$ cat config.mk
export PLATFORM = sky130hd
export DESIGN_NAME = lcd_byte_arbiter
export DESIGN_NICKNAME = d
export VERILOG_FILES = /design/src/rtl/lcd_byte_arbiter_pkg.sv /design/src/rtl/lcd_byte_arbiter_gap_timer.sv /design/src/rtl/lcd_byte_arbiter.sv
export SDC_FILE = /design/constraint.sdc
export NUM_CORES = 1
export LEC_CHECK = 0
export BUFFER_PORTS_ARGS = -buffer_cell sky130_fd_sc_hd__clkbuf_2
export CORE_ASPECT_RATIO = 2
export CORE_MARGIN = 2
export CORE_UTILIZATION = 59
export CTS_CLUSTER_DIAMETER = 120
export DETAILED_ROUTE_END_ITERATION = 12
export PLACE_DENSITY_LB_ADDON = 0.2
export SLEW_MARGIN = 20
export SYNTH_ARGS = -nofsm -noshare
export SYNTH_HDL_FRONTEND = slang
export SYNTH_HIERARCHICAL = 1
export SYNTH_SLANG_ARGS = --single-unit
export TNS_END_PERCENT = 50
$ cat constraint.sdc
create_clock -name clk_i -period 3.4 [get_ports clk_i]
set_input_delay 0.51 -clock clk_i [delete_from_list [all_inputs] [get_ports clk_i]]
set_output_delay 0.51 -clock clk_i [all_outputs]
set_load 0.02 [all_outputs]
$ cat src/rtl/lcd_byte_arbiter_pkg.sv
// Shared types and constants for the two-port byte arbiter in front of the 4-bit LCD controller.
package lcd_byte_arbiter_pkg;

  typedef enum logic [2:0] {
    StIdle,
    StHiWr,
    StHiGap,
    StLoWr,
    StLoGap,
    StDone
  } arb_state_e;

  localparam logic LcdReqCpu = 1'b0;
  localparam logic LcdReqAux = 1'b1;

  localparam int unsigned DefGapNibble     = 50;
  localparam int unsigned DefGapByte       = 2000;
  localparam int unsigned DefTimeoutCycles = 4096;

  // Counter must hold the largest preload value; never narrower than one bit.
  function automatic int unsigned cnt_width(int unsigned a, int unsigned b, int unsigned c);
    int unsigned m;
    m = a;
    if (b > m) m = b;
    if (c > m) m = c;
    return (m == 0) ? 1 : $clog2(m + 1);
  endfunction

endpackage

$ cat src/rtl/lcd_byte_arbiter_gap_timer.sv
// Loadable down-counter that saturates at zero; shared by the nibble gap, byte gap and timeout.
module lcd_byte_arbiter_gap_timer
  import lcd_byte_arbiter_pkg::*;
#(
  parameter int unsigned Width = 8
) (
  input  logic             clk_i,
  input  logic             rst_ni,
  input  logic             load_i,
  input  logic [Width-1:0] value_i,
  output logic             expired_o
);

  logic [Width-1:0] cnt_q, cnt_d;

  always_comb begin
    cnt_d = cnt_q;
    if (load_i) begin
      cnt_d = value_i;
    end else if (cnt_q != '0) begin
      cnt_d = cnt_q - Width'(1);
    end
  end

  always_ff @(posedge clk_i or negedge rst_ni) begin
    if (!rst_ni) begin
      cnt_q <= '0;
    end else begin
      cnt_q <= cnt_d;
    end
  end

  assign expired_o = (cnt_q == '0);

endmodule

$ cat src/rtl/lcd_byte_arbiter.sv
// Round-robin arbiter sending one byte as two nibbles to the LCD controller, with gaps and ack.
// Optional write timeout enabled by defining LCD_ARB_TIMEOUT_EN.
module lcd_byte_arbiter
  import lcd_byte_arbiter_pkg::*;
#(
  parameter int unsigned GapNibble     = DefGapNibble,
  parameter int unsigned GapByte       = DefGapByte,
  parameter int unsigned TimeoutCycles = DefTimeoutCycles
) (
  input  logic       clk_i,
  input  logic       rst_ni,
  input  logic       req0_i,
  input  logic       req1_i,
  input  logic [7:0] data0_i,
  input  logic [7:0] data1_i,
  input  logic       rs0_i,
  input  logic       rs1_i,
  output logic       ack0_o,
  output logic       ack1_o,
  output logic       grant_o,
  output logic       busy_o,
  output logic [3:0] lcd_data_o,
  output logic       lcd_rs_o,
  output logic       lcd_write_en_o,
  input  logic       lcd_response_i,
  output logic       timeout_o
);

  localparam int unsigned CntW = cnt_width(GapNibble, GapByte, TimeoutCycles);
  localparam logic [CntW-1:0] GapNibbleV = CntW'(GapNibble);
  localparam logic [CntW-1:0] GapByteV   = CntW'(GapByte);

  arb_state_e  state_q, state_d;
  logic        grant_q, grant_d;
  logic        last_q, last_d;
  logic [7:0]  data_q, data_d;
  logic        rs_q, rs_d;
  logic        busy_q, busy_d;
  logic        we_q, we_d;
  logic [3:0]  nib_q, nib_d;
  logic        ack0_q, ack0_d;
  logic        ack1_q, ack1_d;
  logic        pick;
  logic [7:0]  sel_data;
  logic            tmr_load;
  logic [CntW-1:0] tmr_value;
  logic            tmr_expired;

`ifdef LCD_ARB_TIMEOUT_EN
  localparam logic [CntW-1:0] TimeoutV = CntW'(TimeoutCycles - 1);
  logic timeout_q, timeout_d;
`endif

  lcd_byte_arbiter_gap_timer #(
    .Width(CntW)
  ) u_gap_timer (
    .clk_i    (clk_i),
    .rst_ni   (rst_ni),
    .load_i   (tmr_load),
    .value_i  (tmr_value),
    .expired_o(tmr_expired)
  );

  always_comb begin
    state_d   = state_q;
    grant_d   = grant_q;
    last_d    = last_q;
    data_d    = data_q;
    rs_d      = rs_q;
    we_d      = 1'b0;
    nib_d     = 4'h0;
    tmr_load  = 1'b0;
    tmr_value = '0;
`ifdef LCD_ARB_TIMEOUT_EN
    timeout_d = timeout_q;
`endif
    // On a tie the port that was not served last wins.
    pick     = (req0_i && req1_i) ? ~last_q : req1_i;
    sel_data = pick ? data1_i : data0_i;

    unique case (state_q)
      StIdle: begin
        if (req0_i || req1_i) begin
          grant_d = pick;
          last_d  = pick;
          data_d  = sel_data;
          rs_d    = pick ? rs1_i : rs0_i;
          state_d = StHiWr;
          we_d    = 1'b1;
          nib_d   = sel_data[7:4];
`ifdef LCD_ARB_TIMEOUT_EN
          tmr_load  = 1'b1;
          tmr_value = TimeoutV;
`endif
        end
      end
      StHiWr: begin
        if (lcd_response_i) begin
          state_d   = StHiGap;
          tmr_load  = 1'b1;
          tmr_value = GapNibbleV;
        end
`ifdef LCD_ARB_TIMEOUT_EN
        else if (tmr_expired) begin
          state_d   = StDone;
          timeout_d = 1'b1;
        end
`endif
        else begin
          we_d  = 1'b1;
          nib_d = data_q[7:4];
        end
      end
      StHiGap: begin
        if (tmr_expired) begin
          state_d = StLoWr;
          we_d    = 1'b1;
          nib_d   = data_q[3:0];
`ifdef LCD_ARB_TIMEOUT_EN
          tmr_load  = 1'b1;
          tmr_value = TimeoutV;
`endif
        end
      end
      StLoWr: begin
        if (lcd_response_i) begin
          state_d   = StLoGap;
          tmr_load  = 1'b1;
          tmr_value = GapByteV;
        end
`ifdef LCD_ARB_TIMEOUT_EN
        else if (tmr_expired) begin
          state_d   = StDone;
          timeout_d = 1'b1;
        end
`endif
        else begin
          we_d  = 1'b1;
          nib_d = data_q[3:0];
        end
      end
      StLoGap: begin
        if (tmr_expired) state_d = StDone;
      end
      StDone: begin
        state_d = StIdle;
      end
      default: begin
        state_d = StIdle;
      end
    endcase

    // Outputs are registered from the next state so they line up with the state they describe.
    busy_d = (state_d != StIdle);
    ack0_d = (state_d == StDone) && (grant_d == LcdReqCpu);
    ack1_d = (state_d == StDone) && (grant_d == LcdReqAux);
  end

  always_ff @(posedge clk_i or negedge rst_ni) begin
    if (!rst_ni) begin
      state_q <= StIdle;
      grant_q <= 1'b0;
      last_q  <= 1'b1;
      data_q  <= 8'h00;
      rs_q    <= 1'b0;
      busy_q  <= 1'b0;
      we_q    <= 1'b0;
      nib_q   <= 4'h0;
      ack0_q  <= 1'b0;
      ack1_q  <= 1'b0;
    end else begin
      state_q <= state_d;
      grant_q <= grant_d;
      last_q  <= last_d;
      data_q  <= data_d;
      rs_q    <= rs_d;
      busy_q  <= busy_d;
      we_q    <= we_d;
      nib_q   <= nib_d;
      ack0_q  <= ack0_d;
      ack1_q  <= ack1_d;
    end
  end

`ifdef LCD_ARB_TIMEOUT_EN
  always_ff @(posedge clk_i or negedge rst_ni) begin
    if (!rst_ni) begin
      timeout_q <= 1'b0;
    end else begin
      timeout_q <= timeout_d;
    end
  end
  assign timeout_o = timeout_q;
`else
  assign timeout_o = 1'b0;
`endif

  assign ack0_o         = ack0_q;
  assign ack1_o         = ack1_q;
  assign grant_o        = grant_q;
  assign busy_o         = busy_q;
  assign lcd_data_o     = nib_q;
  assign lcd_rs_o       = rs_q;
  assign lcd_write_en_o = we_q;

endmodule
==> flow_metrics.env, run 1 <==
export IMPL_status="complete, no violations"
export IMPL_initial_utilization_pct=61.8
export IMPL_post_cts_resized=0
export IMPL_die_area_um2=3610
export IMPL_root_buffer="clkbuf_8"
export IMPL_routed_wl_um=3780
export IMPL_cts_tree="built"
export IMPL_hpwl_um=2870
export IMPL_yosys_top_cells_area="dfrtp_1, mux2i_1, nand2_1"
export IMPL_yosysTopAreaCell="dfrtp_1"
export IMPL_setup_viol=0
export IMPL_routedWlPerCell_um=15.6
export IMPL_ys_ff_latch=35
export IMPL_timing_final_max_slew_violations=0
export IMPL_netlist_area_um2=1840
export IMPL_cp_top_family="simple AND/OR/NAND/NOR gates"
export IMPL_die_x_um=43.5
export IMPL_power_leakage_nw=1.02
export IMPL_core_area_um2=2980
export IMPL_start_kind="flip-flop"
export IMPL_cap_violations=0
export IMPL_cts_buffer_depth=2
export IMPL_crit_path_max_incr_delay_ns=0.43
export IMPL_grtUsageMet3_pct=4.78
export IMPL_num_io_pins=34
export IMPL_synth_edf_count=0
export IMPL_first_iter_violations=26
export IMPL_num_vias=1401
export IMPL_max_slew_margin_pct=42.8
export IMPL_path_clk_slew_ns=0.07
export IMPL_antenna_cells=0
export IMPL_tightestPinTransition_ns=0.858
export IMPL_setup_tns_ns=0
export IMPL_hp_class="in2async"
export IMPL_grtUsageTotal_pct=24.6
export IMPL_cts_sinks=35
export IMPL_finalHoldViolCount=0
export IMPL_arrival_ns=2.21
export IMPL_post_cts_buffers=0
export IMPL_grt_pass1_wl_um=6680
export IMPL_finClkSkew_ns=0.00417
export IMPL_async_flop_share_pct=100
export IMPL_vdd_ir_drop_max_v=0.000480
export IMPL_use_met1_pct=23.9
export IMPL_ant_nets=0
export IMPL_yosysSeqAreaShare_pct=47.7
export IMPL_synth_most_common_cell="dfrtp_1"
export IMPL_crit_required_ns=3.60
export IMPL_stdcell_count=243
export IMPL_crit_chain="nor4_2 -> nand4b_1 -> inv_2 -> nor2b_1 -> o21ai_1 -> o221ai_1"
export IMPL_critPathBufInv=1
export IMPL_grt_ovfl_total=0
export IMPL_grt_max_degree=36
export IMPL_yosys_most_used_dff="dfrtp_1"
export IMPL_busiest_layer="met2"
export IMPL_cp_max_fo=5
export IMPL_numPortBuffers=32
export IMPL_yosysTopAreaCellShare_pct=46.3
export IMPL_gp_congestion=0.906
export IMPL_dp_cells=235
export IMPL_crit_path_end_kind="flip-flop"
export IMPL_finalCritPeriodShare_pct=59.0
export IMPL_insertion_delay_ns=0.29
export IMPL_rsz0062_at_grt="false"
export IMPL_die_h_um=83.0
export IMPL_fin_util_pct=69.9
export IMPL_area_delta_synth_final_pct=13.1
export IMPL_critPathSlowestCell="dfrtp_1"
export IMPL_min_period_ns=2.01
export IMPL_yosysWarnings=6
export IMPL_synthCells=175
export IMPL_cts_hold_buffers_added=0
export IMPL_synth_cell_types=42
export IMPL_cts_made_buffers=5
export IMPL_use_met2_pct=44.5
export IMPL_vias_per_cell=5.77
export IMPL_fmax_mhz=498
export IMPL_power_w=0.00185
export IMPL_first_pass_iters=6
export IMPL_syn_avg_cell_area_um2=10.5
export IMPL_synth_commonest_cells="dfrtp_1, nand2_1, mux2i_1"
export IMPL_grt_pass1_vias=1557
export IMPL_final_area_um2=2080
export IMPL_nets=237
export IMPL_drive_gt1_share_pct=23.9
export IMPL_crit_type="reg2reg"
export IMPL_power_density_nw_per_um2=887
export IMPL_postPlaceCellArea_um2=2000
export IMPL_h_tree_depth=2
export IMPL_drc=0
export IMPL_grt_antenna_before_repair=0
export IMPL_num_rows=28
-- registers in the layout, indices dropped and copies added, names as in the netlist --
name	cells
last_q	1
state_q	3
data_q	8
busy_o	1
ack0_o	1
ack1_o	1
lcd_rs_o	1
grant_o	1
lcd_data_o	4
lcd_write_en_o	1
u_gap_timer/cnt_q	13
-- cells in the final DEF, fill, tap and decap left out, types with 2 or more instances in the layout --
cell,count
o221ai_1,4
o21ai_1,5
dfrtp_1,34
nor2b_1,5
inv_1,12
nand3_1,4
nor3_1,2
nor4_2,2
xnor2_1,8
ha_1,2
mux2i_1,17
nand2b_1,2
mux2_2,2
clkbuf_2,32
o21ai_0,8
nor3b_1,2
xor2_1,4
or3_1,2
nand2_1,19
clkbuf_8,5
clkbuf_1,2
a21oi_1,4
nor2_1,10
nor4_1,2
conb_1,6
-- cells by family (layout without fill, tap and decap cells) --
family / after synthesis / in the layout / share of synthesized area (%)
simple gates: 55 / 55 / 17.1
flops: 35 / 35 / 47.7
compound gates: 29 / 29 / 10.5
buf+inv: 21 / 54 / 6.12
mux: 20 / 20 / 11.3
xor+xnor: 12 / 12 / 5.71
fa+ha+maj: 2 / 2 / 1.36
other cells: 1 / 6 / 0.204
-- report_power, final --
| part | internal (W) | total [W] | switching, W | leakage, nW |
|---|---|---|---|---|
| Clock | 0.000144 | 0.000292 | 0.000148 | 0.0422 |
| Sequential | 0.000601 | 0.000764 | 0.000163 | 0.433 |
| Combinational | 0.000339 | 0.000789 | 0.000450 | 0.546 |
-- worst reg2reg max path: stages, from the launching register on --
cell and delay, ns:
dfrtp_1 0.43, nor4_2 0.42, nand4b_1 0.32, inv_2 0.19, nor2b_1 0.19, o21ai_1 0.16, o221ai_1 0.21
-- path summary, 6_finish.rpt --
check,startpoint,endpoint,slack (ns),cells past startpoint
setup / recovery,u_gap_timer/cnt_q[5]$_DFFE_PN0P_,lcd_data_o[1]$_DFF_PN0_,1.39,6
hold / removal,rst_ni,u_gap_timer/cnt_q[6]$_DFFE_PN0P_,0.32,1
setup reg to reg,u_gap_timer/cnt_q[5]$_DFFE_PN0P_,lcd_data_o[1]$_DFF_PN0_,1.39,6
hold reg to reg,grant_o$_DFF_PN0_,ack0_o$_DFF_PN0_,0.48,1
max in group asynchronous,rst_ni,grant_o$_DFF_PN0_,2.54,1
min in group clk_i,req0_i,last_q$_DFFE_PN1P_,0.45,2
-- metal layers --
layer | up-vias | wire length, um | part of all wire [%]
li1 | 669 | - | -
met1 | 678 | 1320 | 35
met2 | 39 | 2170 | 58
met3 | 15 | 136 | 3.6
met4 | 0 | 149 | 3.9
met5 | - | 0 | 0
-- area by class of cell --
class,count,area [um2]
tap,30,37.5
fill,246,897
multi-input combinational,124,868
clock inverter,1,5.00
inverter,13,48.8
sequential,35,877
timing repair buffer,33,168
clock buffer,7,76.3
-- metrics by stage --
step                worst slack [ns]  hold slack (ns)
finish                          1.39            0.320
detailed placement              1.41            0.471
floorplan                       1.71            0.214
CTS                             1.42            0.352
global route                    1.23            0.419
global placement                1.45            0.465
Power figures use the tool's default switching activity.
==> run 2, diff against run 1 <==
--- a/config.mk
+++ b/config.mk
@@ -8,7 +8,7 @@
 export BUFFER_PORTS_ARGS = -buffer_cell sky130_fd_sc_hd__clkbuf_2
 export CORE_ASPECT_RATIO = 2
 export CORE_MARGIN = 2
-export CORE_UTILIZATION = 59
+export CORE_UTILIZATION = 55
 export CTS_CLUSTER_DIAMETER = 120
 export DETAILED_ROUTE_END_ITERATION = 12
 export PLACE_DENSITY_LB_ADDON = 0.2
==> constraint.sdc (replaced) <==
create_clock -name clk_i -period 2 [get_ports clk_i]
set_input_delay 0.3 -clock clk_i [delete_from_list [all_inputs] [get_ports clk_i]]
set_output_delay 0.3 -clock clk_i [all_outputs]
set_load 0.02 [all_outputs]
==> flow_metrics.env, run 2 (synthesized netlist as in run 1, its figures left out) <==
export IMPL_hpwl_um=3000
export IMPL_antenna_cells=0
export IMPL_finalHoldViolCount=0
export IMPL_routedWlPerCell_um=15.2
export IMPL_cts_sinks=35
export IMPL_initial_utilization_pct=57.6
export IMPL_vdd_ir_drop_max_v=0.000958
export IMPL_ant_nets=0
export IMPL_root_buffer="clkbuf_8"
export IMPL_hp_class="in2reg"
export IMPL_gp_congestion=0.891
export IMPL_setup_tns_ns=0
export IMPL_r2r_end="lcd_data_o[2]$_DFF_PN0_"
export IMPL_fmax_mhz=560
export IMPL_drc=0
export IMPL_critPathSlowestCell="dfrtp_1"
export IMPL_status="complete, no violations"
export IMPL_core_area_um2=3190
export IMPL_n_fill_cell=266
export IMPL_stdcell_count=252
export IMPL_power_density_nw_per_um2=1500
export IMPL_h_tree_depth=2
export IMPL_crit_type="reg2reg"
export IMPL_start_kind="flip-flop"
export IMPL_crit_path_max_incr_delay_ns=0.43
export IMPL_setup_viol=0
export IMPL_cts_buffer_depth=2
export IMPL_power_leakage_nw=1.07
export IMPL_cp_startpoint="u_gap_timer/cnt_q[6]$_DFFE_PN0P_"
export IMPL_die_x_um=44.9
export IMPL_grtUsageTotal_pct=22.6
export IMPL_num_rows=29
export IMPL_grt_pass1_vias=1504
export IMPL_insertion_delay_ns=0.28
export IMPL_numPortBuffers=32
export IMPL_preCtsSetupSlack_ns=0.118
export IMPL_whs_ns=0.249
export IMPL_routed_wl_um=3840
export IMPL_drive_gt1_share_pct=27.6
export IMPL_nets=245
export IMPL_cap_violations=0
export IMPL_rsz0062_at_grt="false"
export IMPL_cp_max_fo=5
export IMPL_arrival_ns=1.97
export IMPL_area_delta_synth_final_pct=18.7
export IMPL_largest_reg_flops=13
export IMPL_crit_path_end="lcd_data_o[2]$_DFF_PN0_"
export IMPL_finClkSkew_ns=0.00305
export IMPL_worstRegToRegCells=6
export IMPL_crit_path_end_kind="flip-flop"
export IMPL_final_cell_mix="dfrtp_1, clkbuf_2, nand2_1"
export IMPL_max_slew_margin_pct=61.5
export IMPL_tightestPinTransition_ns=0.575
export IMPL_post_cts_buffers=0
export IMPL_rr_startpoint="u_gap_timer/cnt_q[6]$_DFFE_PN0P_"
export IMPL_finalCritPeriodShare_pct=89.2
export IMPL_cts_tree="built"
export IMPL_path_clk_slew_ns=0.07
export IMPL_largest_register="u_gap_timer/cnt_q"
export IMPL_num_io_pins=34
export IMPL_timing_final_max_slew_violations=0
export IMPL_die_area_um2=3850
export IMPL_first_pass_iters=4
export IMPL_crit_chain="nor4_4 -> nand4b_1 -> inv_2 -> nor2b_1 -> o21ai_1 -> o221ai_1"
export IMPL_die_h_um=85.8
export IMPL_grt_max_degree=18
export IMPL_setup_ws_ns=0.215
export IMPL_fin_util_pct=68.4
export IMPL_regToRegSetupSlack_ns=0.22
export IMPL_grt_ovfl_total=0
export IMPL_cts_made_buffers=5
export IMPL_min_period_ns=1.78
export IMPL_first_iter_violations=28
export IMPL_grt_antenna_before_repair=0
export IMPL_crit_required_ns=2.18
export IMPL_num_vias=1416
export IMPL_grt_pass1_wl_um=6320
export IMPL_mostFrequentLayoutCell="dfrtp_1"
export IMPL_vias_per_cell=5.62
export IMPL_dp_cells=243
[run 2: area by class of cell]
cell class / instances / area, um2 / share of cell area (%)
inverters: 13 / 48.8 / 2.23
multi-input cells: 124 / 888 / 40.7
clock buffers: 8 / 100 / 4.58
flip-flops and latches: 35 / 877 / 40.2
repair buffers: 41 / 230 / 10.5
well taps: 31 / 38.8 / 1.78
[run 2: how the worst min path moves through the flow]
stage / from / to / slack (ns) / depth (start not counted)
after floorplan: rst_ni / ack0_o$_DFF_PN0_ / 0.004 / 0
after global routing: req0_i / last_q$_DFFE_PN1P_ / 0.26 / 2
final: req0_i / last_q$_DFFE_PN1P_ / 0.25 / 2
after CTS: req0_i / last_q$_DFFE_PN1P_ / 0.24 / 2
after global placement: rst_ni / u_gap_timer/cnt_q[7]$_DFFE_PN0P_ / 0.20 / 1
after detailed placement: rst_ni / u_gap_timer/cnt_q[7]$_DFFE_PN0P_ / 0.21 / 1
[run 2: what timing repair did]
action,CTS,global route
resized for setup,0,3
hold buffers,1,0
hold endpoints to repair,11,0
setup endpoints to repair,0,4
[run 2: routing by layer]
metal / GRT usage (%) / up-vias / part of all wire [%]
met4: 9.36 / 0 / 2.3
met1: 20.1 / 688 / 34
met3: 4.63 / 9 / 3.9
met2: 44.5 / 35 / 60
met5: 0 / - / 0
li1: - / 684 / -
[run 2: critical path, delay by kind of cell (launching register included)]
| kind | cells | cell delay [ns] |
|---|---|---|
| buf+inv | 1 | 0.14 |
| simple gates | 3 | 0.75 |
| flops | 1 | 0.43 |
| compound gates | 2 | 0.37 |
[run 2: per-stage QoR]
stage	area (um2)	power [W]
2_1_floorplan	1860	0.00234
3_3_place_gp	2050	0.00263
3_5_place_dp	2050	0.00269
4_1_cts	2160	0.00326
5_1_grt	2180	0.00348
6_report	2180	0.00327
[run 2: report_power, final]
group          switching (W)  leakage [nW]  internal (W)  total [W]
Combinational       0.000773         0.590      0.000631    0.00140
Sequential          0.000294         0.433       0.00102    0.00132
Clock               0.000236        0.0515      0.000314   0.000550
==> run 3, diff against run 2 <==
--- a/config.mk
+++ b/config.mk
@@ -5,14 +5,15 @@
 export SDC_FILE = /design/constraint.sdc
 export NUM_CORES = 1
 export LEC_CHECK = 0
+export ABC_AREA = 1
 export BUFFER_PORTS_ARGS = -buffer_cell sky130_fd_sc_hd__clkbuf_2
 export CORE_ASPECT_RATIO = 2
 export CORE_MARGIN = 2
-export CORE_UTILIZATION = 55
+export CORE_UTILIZATION = 56
 export CTS_CLUSTER_DIAMETER = 120
 export DETAILED_ROUTE_END_ITERATION = 12
 export PLACE_DENSITY_LB_ADDON = 0.2
-export SLEW_MARGIN = 20
+export SLEW_MARGIN = 5
 export SYNTH_ARGS = -nofsm -noshare
 export SYNTH_HDL_FRONTEND = slang
 export SYNTH_HIERARCHICAL = 1
==> flow_metrics.env, run 3 <==
export IMPL_whs_ns=0.0133
export IMPL_core_area_um2=3420
export IMPL_antenna_cells=0
export IMPL_initial_utilization_pct=58.8
export IMPL_hp_class="in2async"
export IMPL_crit_chain="inv_1 -> ha_1 -> nand3_1 -> nor2_1 -> nand3_1 -> inv_1 -> inv_1 -> nor2_1 -> nand2_1 -> nand2_1 -> nand2_1 -> nand3_1"
export IMPL_async_flop_share_pct=100
export IMPL_crit_type="reg2reg"
export IMPL_nets=347
export IMPL_num_vias=1776
export IMPL_ant_nets=0
export IMPL_critPathSlowestCell="dfrtp_1"
export IMPL_crit_path_max_incr_delay_ns=0.39
export IMPL_power_w=0.00344
export IMPL_netlist_area_um2=2010
export IMPL_cp_max_fo=5
export IMPL_fmax_mhz=589
export IMPL_synthCells=281
export IMPL_finalCritPeriodShare_pct=84.8
export IMPL_cts_buffer_depth=2
export IMPL_grt_antenna_before_repair=0
export IMPL_num_rows=30
export IMPL_yosysSeqAreaShare_pct=43.7
export IMPL_first_pass_iters=4
export IMPL_arrival_ns=1.92
export IMPL_worstRegToRegCells=12
export IMPL_largest_reg_flops=13
export IMPL_yosysTopAreaCell="dfrtp_1"
export IMPL_path_clk_slew_ns=0.07
export IMPL_grtUsageTotal_pct=25.2
export IMPL_rsz0062_at_grt="false"
export IMPL_cp_depth=12
export IMPL_min_period_ns=1.70
export IMPL_vdd_ir_drop_max_v=0.000969
export IMPL_yosys_most_used_dff="dfrtp_1"
export IMPL_yosysWarnings=6
export IMPL_yosys_top_cells_area="dfrtp_1, nand2_1, inv_1"
export IMPL_post_cts_resized=0
export IMPL_seqCellArea_um2=877
export IMPL_h_tree_depth=2
export IMPL_cap_violations=0
export IMPL_setup_viol=0
export IMPL_n_fill_cell=315
export IMPL_crit_path_end_kind="flip-flop"
export IMPL_post_cts_buffers=0
export IMPL_grt_ovfl_total=0
export IMPL_crit_required_ns=2.22
export IMPL_critPathBufInv=3
export IMPL_area_delta_synth_final_pct=16.1
export IMPL_drc=0
export IMPL_regToRegSetupSlack_ns=0.30
export IMPL_root_buffer="clkbuf_8"
export IMPL_finalHoldViolCount=0
export IMPL_largest_register="u_gap_timer/cnt_q"
export IMPL_num_io_pins=34
export IMPL_tightestPinTransition_ns=0.615
export IMPL_start_kind="flip-flop"
export IMPL_syn_avg_cell_area_um2=7.15
export IMPL_vias_per_cell=4.80
export IMPL_grt_max_degree=26
export IMPL_max_slew_margin_pct=59.0
export IMPL_synth_commonest_cells="nand2_1, dfrtp_1, inv_1"
export IMPL_insertion_delay_ns=0.29
export IMPL_die_area_um2=4110
export IMPL_synth_cell_types=26
export IMPL_ys_ff_latch=35
export IMPL_routedWlPerCell_um=11.3
export IMPL_grt_pass1_vias=1791
export IMPL_gp_congestion=0.892
export IMPL_status="complete, no violations"
export IMPL_cts_sinks=35
export IMPL_fin_util_pct=68.3
export IMPL_cp_top_family="simple AND/OR/NAND/NOR gates"
export IMPL_synth_most_common_cell="nand2_1"
export IMPL_yosysTopAreaCellShare_pct=42.4
export IMPL_drive_gt1_share_pct=21.7
export IMPL_final_cell_mix="nand2_1, dfrtp_1, clkbuf_2"
export IMPL_die_x_um=46.3
export IMPL_preCtsSetupSlack_ns=0.335
export IMPL_finClkSkew_ns=0.00696
export IMPL_cts_made_buffers=5
export IMPL_first_iter_violations=14
export IMPL_power_leakage_nw=1.34
export IMPL_setup_tns_ns=0
export IMPL_cts_hold_buffers_added=0
export IMPL_die_h_um=88.7
export IMPL_cts_tree="built"
export IMPL_hpwl_um=3410
export IMPL_routed_wl_um=4180
export IMPL_power_density_nw_per_um2=1480
export IMPL_numPortBuffers=32
export IMPL_setup_ws_ns=0.303
export IMPL_timing_final_max_slew_violations=0
export IMPL_synth_edf_count=0
export IMPL_mostFrequentLayoutCell="nand2_1"
export IMPL_grt_pass1_wl_um=7400
export IMPL_multi_input_area_um2=982
-- run 3: layout make-up --
type                    count  share of cell area, %
clock buffers               6                   3.11
clock inverters             1                   1.29
inverters                  34                   5.47
multi-input cells         211                   42.1
flip-flops and latches     35                   37.6
well taps                  48                   2.58
repair buffers             35                   7.83
-- run 3: worst paths after layout --
kind / from / endpoint
setup / recovery: u_gap_timer/cnt_q[0]$_DFFE_PN0P_ / lcd_data_o[2]$_DFF_PN0_
hold / removal: rst_ni / state_q[2]$_DFF_PN0_
setup reg to reg: u_gap_timer/cnt_q[0]$_DFFE_PN0P_ / lcd_data_o[2]$_DFF_PN0_
hold reg to reg: last_q$_DFFE_PN1P_ / last_q$_DFFE_PN1P_
max in group asynchronous: rst_ni / u_gap_timer/cnt_q[8]$_DFFE_PN0P_
min in group clk_i: data1_i[2] / data_q[2]$_DFFE_PN0P_
-- run 3: per-stage QoR --
stage	cell area, um2	instances
3_3_place_gp	2230	363
5_1_grt	2330	370
2_1_floorplan	2030	286
3_5_place_dp	2230	363
6_report	2330	370
4_1_cts	2330	370
-- run 3: routing by layer --
metal	share of wire, %	wire length [um]	up-vias	global-route usage (%)
met2	60	2510	35	48.6
met3	3.1	131	10	4.29
met1	34	1420	796	23.7
li1	-	-	935	-
met4	2.7	112	0	11.2
met5	0	0	-	0
-- run 3: where the power goes --
part	total, W	internal (W)	switching (W)
clock network	0.000607	0.000365	0.000242
logic	0.00153	0.000521	0.00101
registers	0.00130	0.00103	0.000277
-- run 3: worst reg2reg max path: stages, from the launching register on --
cell and delay (ns):
dfrtp_1 0.39, inv_1 0.13, ha_1 0.18, nand3_1 0.08, nor2_1 0.10, nand3_1 0.07
inv_1 0.14, inv_1 0.07, nor2_1 0.09, nand2_1 0.07, nand2_1 0.16, nand2_1 0.07
nand3_1 0.08
-- run 3: kinds of logic (layout without fill, tap and decap cells) --
logic type,Yosys count,count (layout),synth area share (%)
buffers and inverters,40,76,8.35
other,1,6,0.187
and+or+nand+nor,191,191,43.0
AOI/OAI and AO/OA,9,9,2.24
DFF,35,35,43.7
xor gates and xnor gates,3,3,1.31
adders and majority gates,2,2,1.25
